File: src/rtl/rv32i_fetch_if.sv
// Instruction-memory read bus for the RV32I fetch unit (Avalon-MM style, read only).
//   imem_addr          word-aligned read address, driven by the master
//   imem_read          read request, driven by the master
//   imem_waitrequest   slave cannot accept the request this cycle
//   imem_readdata      returned instruction word
//   imem_readdatavalid imem_readdata valid; returns are in request order
// Modports: master (fetch unit) and slave (memory).
interface rv32i_fetch_if;
    logic [31:0] imem_addr;
    logic        imem_read;
    logic        imem_waitrequest;
    logic [31:0] imem_readdata;
    logic        imem_readdatavalid;

    modport master (
        output imem_addr,
        output imem_read,
        input  imem_waitrequest,
        input  imem_readdata,
        input  imem_readdatavalid
    );

    modport slave (
        input  imem_addr,
        input  imem_read,
        output imem_waitrequest,
        output imem_readdata,
        output imem_readdatavalid
    );
endinterface

File: src/rtl/rv32i_fetch.sv
// RV32I instruction fetch unit.
// Issues pipelined reads over the imem bus, buffers returned words in a 2-entry queue and
// presents one registered instruction/PC pair per cycle to the decoder.
//   clk          system clock
//   reset        asynchronous, active-high reset
//   imem         instruction memory bus (master side)
//   stall        hold the current output instruction
//   update_pc    redirect request from execute; overrides stall
//   new_pc       redirect target, bits [1:0] ignored
//   instr        instruction to decoder, RV32I_NOP when instr_valid=0
//   pc           address of instr
//   instr_valid  instr/pc hold a real fetched instruction
module rv32i_fetch #(
    parameter logic [31:0] RV32I_RESET_VECTOR = 32'h0000_0000,
    parameter logic [31:0] RV32I_NOP          = 32'h0000_0013
) (
    input  logic                 clk,
    input  logic                 reset,
    rv32i_fetch_if.master        imem,
    input  logic                 stall,
    input  logic                 update_pc,
    input  logic [31:0]          new_pc,
    output logic [31:0]          instr,
    output logic [31:0]          pc,
    output logic                 instr_valid
);

    typedef enum logic [1:0] {StReset, StRun, StFlush} state_e;

    state_e          state_q, state_d;
    logic            read_q, read_d;
    logic [31:0]     addr_q, addr_d;            // address on the bus
    logic [31:0]     fetch_addr_q, fetch_addr_d; // next address of the live stream
    logic [1:0]      outstanding_q, outstanding_d;
    logic [1:0]      discard_q, discard_d;
    logic [1:0]      count_q, count_d;
    logic [1:0][31:0] buf_instr_q, buf_instr_d;
    logic [1:0][31:0] buf_pc_q, buf_pc_d;
    logic [31:0]     ret_pc_q, ret_pc_d;        // pc of the next kept return
    logic [31:0]     instr_q, instr_d;
    logic [31:0]     pc_q, pc_d;
    logic            valid_q, valid_d;

    logic [31:0] target;
    logic        accept, held, ret, ret_drop, ret_keep, acc_live;
    logic        pop, bypass, push, wr_slot;
    logic [1:0]  out_next, disc_next;

    assign target   = new_pc & ~32'h3;
    assign accept   = read_q & ~imem.imem_waitrequest;
    assign held     = read_q & imem.imem_waitrequest;
    // Returns seen in StReset belong to a transfer abandoned by reset.
    assign ret      = imem.imem_readdatavalid & (state_q != StReset);
    assign ret_drop = ret & (discard_q != 2'd0);
    assign ret_keep = ret & (discard_q == 2'd0);
    // Accepts outside StRun are held requests already counted in discard.
    assign acc_live = accept & (state_q == StRun);
    assign out_next  = outstanding_q + {1'b0, acc_live} - {1'b0, ret_keep};
    assign disc_next = discard_q - {1'b0, ret_drop};

    assign pop     = ~update_pc & ~stall & (count_q != 2'd0);
    assign bypass  = ~update_pc & ~stall & (count_q == 2'd0) & ret_keep;
    assign push    = ~update_pc & ret_keep & ~bypass;
    assign wr_slot = pop ? (count_q == 2'd2) : (count_q != 2'd0);

    always_comb begin
        state_d       = state_q;
        read_d        = read_q;
        fetch_addr_d  = fetch_addr_q;
        outstanding_d = out_next;
        discard_d     = disc_next;
        count_d       = count_q;
        buf_instr_d   = buf_instr_q;
        buf_pc_d      = buf_pc_q;
        ret_pc_d      = ret_pc_q;
        instr_d       = instr_q;
        pc_d          = pc_q;
        valid_d       = valid_q;

        if (acc_live) begin
            fetch_addr_d = fetch_addr_q + 32'd4;
        end

        if (update_pc) begin
            count_d       = 2'd0;
            instr_d       = RV32I_NOP;
            valid_d       = 1'b0;
            pc_d          = target;
            ret_pc_d      = target;
            fetch_addr_d  = target;
            outstanding_d = 2'd0;
            // Everything still in flight becomes discard; a request held on the bus in
            // StRun is new to the count, in StFlush it was counted by the earlier redirect.
            discard_d     = disc_next + out_next + {1'b0, held & (state_q == StRun)};
            read_d        = held | (discard_d == 2'd0);
            state_d       = (discard_d != 2'd0) ? StFlush : StRun;
        end else begin
            if (ret_keep) begin
                ret_pc_d = ret_pc_q + 32'd4;
            end
            if (!stall) begin
                if (pop) begin
                    instr_d = buf_instr_q[0];
                    pc_d    = buf_pc_q[0];
                    valid_d = 1'b1;
                end else if (bypass) begin
                    instr_d = imem.imem_readdata;
                    pc_d    = ret_pc_q;
                    valid_d = 1'b1;
                end else begin
                    instr_d = RV32I_NOP;
                    valid_d = 1'b0;
                end
            end
            if (pop) begin
                buf_instr_d[0] = buf_instr_q[1];
                buf_pc_d[0]    = buf_pc_q[1];
            end
            if (push) begin
                buf_instr_d[wr_slot] = imem.imem_readdata;
                buf_pc_d[wr_slot]    = ret_pc_q;
            end
            count_d = count_q - {1'b0, pop} + {1'b0, push};

            unique case (state_q)
                StReset: begin
                    read_d  = 1'b1;
                    state_d = StRun;
                end
                StRun: begin
                    // Credit rule keeps buffered + in-flight words within the 2 buffer slots.
                    read_d = held | (({1'b0, count_d} + {1'b0, out_next}) < 3'd2);
                end
                StFlush: begin
                    if (disc_next == 2'd0 && !held) begin
                        read_d  = 1'b1;
                        state_d = StRun;
                    end else begin
                        read_d = held;
                    end
                end
                default: begin
                    read_d  = 1'b0;
                    state_d = StReset;
                end
            endcase
        end

        // A request under waitrequest keeps its address until accepted.
        addr_d = held ? addr_q : fetch_addr_d;
    end

    always_ff @(posedge clk or posedge reset) begin
        if (reset) begin
            state_q       <= StReset;
            read_q        <= 1'b0;
            addr_q        <= RV32I_RESET_VECTOR;
            fetch_addr_q  <= RV32I_RESET_VECTOR;
            outstanding_q <= 2'd0;
            discard_q     <= 2'd0;
            count_q       <= 2'd0;
            buf_instr_q   <= '0;
            buf_pc_q      <= '0;
            ret_pc_q      <= RV32I_RESET_VECTOR;
            instr_q       <= RV32I_NOP;
            pc_q          <= RV32I_RESET_VECTOR;
            valid_q       <= 1'b0;
        end else begin
            state_q       <= state_d;
            read_q        <= read_d;
            addr_q        <= addr_d;
            fetch_addr_q  <= fetch_addr_d;
            outstanding_q <= outstanding_d;
            discard_q     <= discard_d;
            count_q       <= count_d;
            buf_instr_q   <= buf_instr_d;
            buf_pc_q      <= buf_pc_d;
            ret_pc_q      <= ret_pc_d;
            instr_q       <= instr_d;
            pc_q          <= pc_d;
            valid_q       <= valid_d;
        end
    end

    assign imem.imem_read = read_q;
    assign imem.imem_addr = addr_q;
    assign instr          = instr_q;
    assign pc             = pc_q;
    assign instr_valid    = valid_q;

endmodule

File: src/flat_wrapper.sv
// flat-port wrapper written by rule: the top's interface ports become plain ports
module rv32i_fetch_flat 
#(
    parameter logic [31:0] RV32I_RESET_VECTOR = 32'h0000_0000,
    parameter logic [31:0] RV32I_NOP          = 32'h0000_0013
)
  (clk, reset, stall, update_pc, new_pc, instr, pc, instr_valid, imem_imem_addr, imem_imem_read, imem_imem_waitrequest, imem_imem_readdata, imem_imem_readdatavalid);
  rv32i_fetch_if imem_i ();
  input  logic clk;
  input  logic reset;
  input  logic stall;
  input  logic update_pc;
  input  logic [31:0] new_pc;
  output logic [31:0] instr;
  output logic [31:0] pc;
  output logic instr_valid;
  output wire logic [$bits(imem_i.imem_addr)-1:0] imem_imem_addr;
  output wire logic [$bits(imem_i.imem_read)-1:0] imem_imem_read;
  input wire logic [$bits(imem_i.imem_waitrequest)-1:0] imem_imem_waitrequest;
  input wire logic [$bits(imem_i.imem_readdata)-1:0] imem_imem_readdata;
  input wire logic [$bits(imem_i.imem_readdatavalid)-1:0] imem_imem_readdatavalid;
  assign imem_imem_addr = imem_i.imem_addr;
  assign imem_imem_read = imem_i.imem_read;
  assign imem_i.imem_waitrequest = imem_imem_waitrequest;
  assign imem_i.imem_readdata = imem_imem_readdata;
  assign imem_i.imem_readdatavalid = imem_imem_readdatavalid;
  rv32i_fetch #(.RV32I_RESET_VECTOR(RV32I_RESET_VECTOR), .RV32I_NOP(RV32I_NOP)) u_core (.clk(clk), .reset(reset), .imem(imem_i), .stall(stall), .update_pc(update_pc), .new_pc(new_pc), .instr(instr), .pc(pc), .instr_valid(instr_valid));
endmodule
File: config.mk
export PLATFORM = sky130hd
export DESIGN_NAME = rv32i_fetch_flat
export DESIGN_NICKNAME = d
export VERILOG_FILES = /design/src/rtl/rv32i_fetch_if.sv /design/src/rtl/rv32i_fetch.sv /design/src/flat_wrapper.sv
export SDC_FILE = /design/constraint.sdc
export NUM_CORES = 1
export LEC_CHECK = 0
export ABC_AREA = 0
export CAP_MARGIN = 25
export CORE_MARGIN = 1
export CORE_UTILIZATION = 58
export DETAILED_ROUTE_END_ITERATION = 16
export DONT_BUFFER_PORTS = 1
export PLACE_DENSITY = 0.77
export RECOVER_POWER = 25
export SYNTH_ARGS = -nofsm -noshare
export SYNTH_HDL_FRONTEND = slang
export SYNTH_SLANG_ARGS = --single-unit
File: constraint.sdc
create_clock -name clk -period 8.8 [get_ports clk]
set_input_delay 0.44 -clock clk [delete_from_list [all_inputs] [get_ports clk]]
set_output_delay 0.44 -clock clk [all_outputs]
set_load 0.01 [all_outputs]
==> results.ini <==
[outcome]
status = complete, but fails checks
violations = capacitance limit, slew limit

[power]
p_seq_share_pct = 49.4
p_sw_uw = 1270
clkPwrFrac_pct = 30.9
p_sw_share_pct = 30.7
comb_power_share_pct = 19.8
peakVddDrop_mv = 0.175
leakagePower_uw = 0.00650
power.internal_uw = 2870
powerDensity_nw_per_um2 = 281

[placement]
dp_hpwl_microns = 20200
dp_slack_ps = 4460
port_buffers = 0
dp.cells = 1508
place_area_sq_um = 13700
routabilityCongestion = 0.867

[critical_path]
crit_family = buffers and inverters
crit_path_max_incr_delay_ps = 3020
critPathLaunch = reset
startpoint_type = primary input
reg2reg_depth = 14
r2r-start = u_core.count_q[1]
worst-setup-path-type = in2async
cp.arrival_ps = 4100
cpMaxStageDelayCell = clkinvlp_2
cp_max_fo = 124
reg2reg_to = u_core.imem.imem_read
cp.required_ps = 8480
r2r_slack_ps = 4400
path_cells = dlygate4sd3_1 -> clkinvlp_2
end_kind = async pin
cp_num_buf_inv = 2

[sta]
rsz0062_at_grt = no
worstMarginPinSlew_ps = 5440
relSlewSlack_pct = -265
setup_slack_ps = 4380
slew_viol_final = 125
period_needed_ps = 4420
hold_violations = 0
tns_ps = 0
clock_skew_ps = 22.9
fmax_mhz = 226
final-setup-viol-count = 0
finalCritPeriodShare_pct = 50.2

[detailed_routing]
viasPerCell = 6.16
post_drt_wl_per_cell_microns = 20.1
drtIter0Drc = 748
drc = 0
postRouteAntennaNets = 0
via_count = 9665
drt-total-wl_microns = 31500
drtPass1Iterations = 7

[die]
pin_count = 168
dieArea_sq_um = 24000
die_w_microns = 155
rows = 55
dieHeight_microns = 155
start_util_pct = 59.5
coreArea_sq_um = 22800

[logic_synthesis]
synth_top_area_share_pct = 53.7
syn-num-nets = 1354
syn_inst = 1271
synth_seq_cells = 294
syn_area_sq_um = 13600
synth_cell_types = 64
ys_seq_area_share_pct = 54.3
avgSynthCellArea_sq_um = 10.7
synth-main-ff-cell = dfrtp_1
synthArstFlopShare_pct = 100
synth_edf_count = 0
yosysWarnings = 0
synth_area_leaders = dfrtp_1, mux2i_1, nand2_1
synth.largest_area_cell = dfrtp_1

[global_routing]
grtUsageTotal_pct = 26.5
grt_max_degree = 172
antenna_found_initial = 0
grt-ovfl-total = 0
grt_pass1_wl_microns = 50400
grt_pass1_vias = 9497

[hold_path]
hp-start = imem_imem_readdata[0]
hold_path_depth = 2
hp-class = in2reg
min_to = u_core.buf_instr_q[0]

[clocking]
htree_levels = 1
clock_insertion_delay_worst_skew_ps = 560
hold_buffers = 5
numCtsBuffers = 30
cts_buffer_depth = 3
post_cts_resized = 0
path_clk_slew_ps = 60
cts_sinks = 294
cts_tree = built
postCtsSetupBuffers = 0
clockRootBuffer = clkbuf_16

[cells_and_area]
drive_above_1_share_pct = 9.64
fill_cells = 1756
finalNonFillerCells = 1568
area_growth_pct = 8.86
postLayoutCellArea_sq_um = 14800
n_antenna_cell = 0
final_nets = 1315

[job]
maxCapViolations = 1

==> synthesized netlist by cell type (6+ instances only) <==
cell type,count
ha_1,11
a222oi_1,29
mux2_2,36
nor2_1,84
mux2_1,32
a221oi_1,6
mux2i_1,65
inv_1,47
o21ai_1,28
buf_2,26
nand4_1,27
xor2_1,29
a22oi_1,8
o221ai_1,20
xnor2_1,27
a31oi_1,12
dfrtp_1,291
buf_1,7
nand3_1,20
and3_1,25
nor3_1,19
a21oi_1,70
nand2_1,165
clkbuf_1,54
o31ai_1,11
nor4_1,8
o21ai_0,40
==> worst max-delay path by stage <==
stage | to | slack [ps] | cells after the start
3_3_place_gp | u_core.imem.imem_read | 4500 | 14
3_5_place_dp | u_core.imem.imem_read | 4460 | 14
2_1_floorplan | u_core.buf_instr_q[0] | 250 | 1
5_1_grt | u_core.fetch_addr_q[20] | 3460 | 2
4_1_cts | u_core.imem.imem_read | 4440 | 14
6_report | u_core.fetch_addr_q[20] | 4380 | 2
==> per-layer routing <==
layer  vias to the layer above  wire (microns)  GRT usage [%]
met1                      4833           12600           34.6
met2                       347           15400           43.5
li1                       4433               -              -
met4                         0             865           8.30
met5                         -               0              0
met3                        52            2740           6.91
==> cell type report <==
| class | instances | area (sq um) | area share [%] |
|---|---|---|---|
| Clock buffer | 51 | 961 | 6.51 |
| Clock inverter | 4 | 45.0 | 0.305 |
| Inverter | 48 | 184 | 1.25 |
| Multi-Input combinational cell | 841 | 5660 | 38.4 |
| Sequential cell | 294 | 7360 | 49.9 |
| Tap cell | 313 | 392 | 2.65 |
| Timing Repair Buffer | 17 | 149 | 1.01 |
==> stage by stage <==
step / hold WS [ps] / utilization [%] / power, uW
finish: 5.16 / 64.8 / 4140
global placement: 467 / 60.2 / 2820
detailed placement: 476 / 60.2 / 2880
global route: 1.10 / 64.8 / 4370
floorplan: 458 / - / 2660
CTS: 0.836 / 64.8 / 4160
==> sequential cells by signal (all words and copies together) (netlist names) <==
register               flops
u_core.buf_instr_q        64
u_core.buf_pc_q           62
u_core.fetch_addr_q       32
u_core.imem.imem_addr     32
u_core.instr              32
u_core.pc                 32
u_core.ret_pc_q           30
u_core.count_q             2
u_core.discard_q           2
u_core.outstanding_q       2
u_core.state_q             2
u_core.imem.imem_read      1
u_core.instr_valid         1
==> placed cells by master, fill, tap and decap left out, types with 12 or more instances in the layout <==
| cell | n |
|---|---|
| o221ai_1 | 20 |
| nand3_1 | 20 |
| mux2i_1 | 65 |
| and3_1 | 25 |
| inv_1 | 45 |
| o21ai_0 | 40 |
| mux2_2 | 36 |
| nor3_1 | 19 |
| dfrtp_1 | 291 |
| clkbuf_16 | 31 |
| a21oi_1 | 70 |
| o21ai_1 | 28 |
| a31oi_1 | 12 |
| mux2_1 | 32 |
| xnor2_1 | 27 |
| xor2_1 | 29 |
| nor2_1 | 84 |
| a222oi_1 | 29 |
| nand2_1 | 165 |
| nand4_1 | 27 |
==> kinds of logic (layout without fill, tap and decap cells) <==
family | count (synthesis) | in the layout | share of synthesized area, %
buffers and inverters | 136 | 120 | 4.06
AO/OA/AOI/OAI | 251 | 251 | 12.3
XOR/XNOR | 57 | 57 | 3.79
multiplexers | 133 | 133 | 10.5
AND/OR/NAND/NOR | 387 | 387 | 13.8
adder cells (fa/ha/maj) | 13 | 13 | 1.31
flip-flops | 294 | 294 | 54.3
==> power groups by stage <==
stage                     sequential, uW  clock, uW  combinational, uW
after floorplan                     1970          0                684
after global placement              2040          0                776
after detailed placement            2060          0                819
after CTS                           2040       1300                824
after global routing                2090       1350                926
final                               2040       1280                818
(Power assumes the default switching activity.)
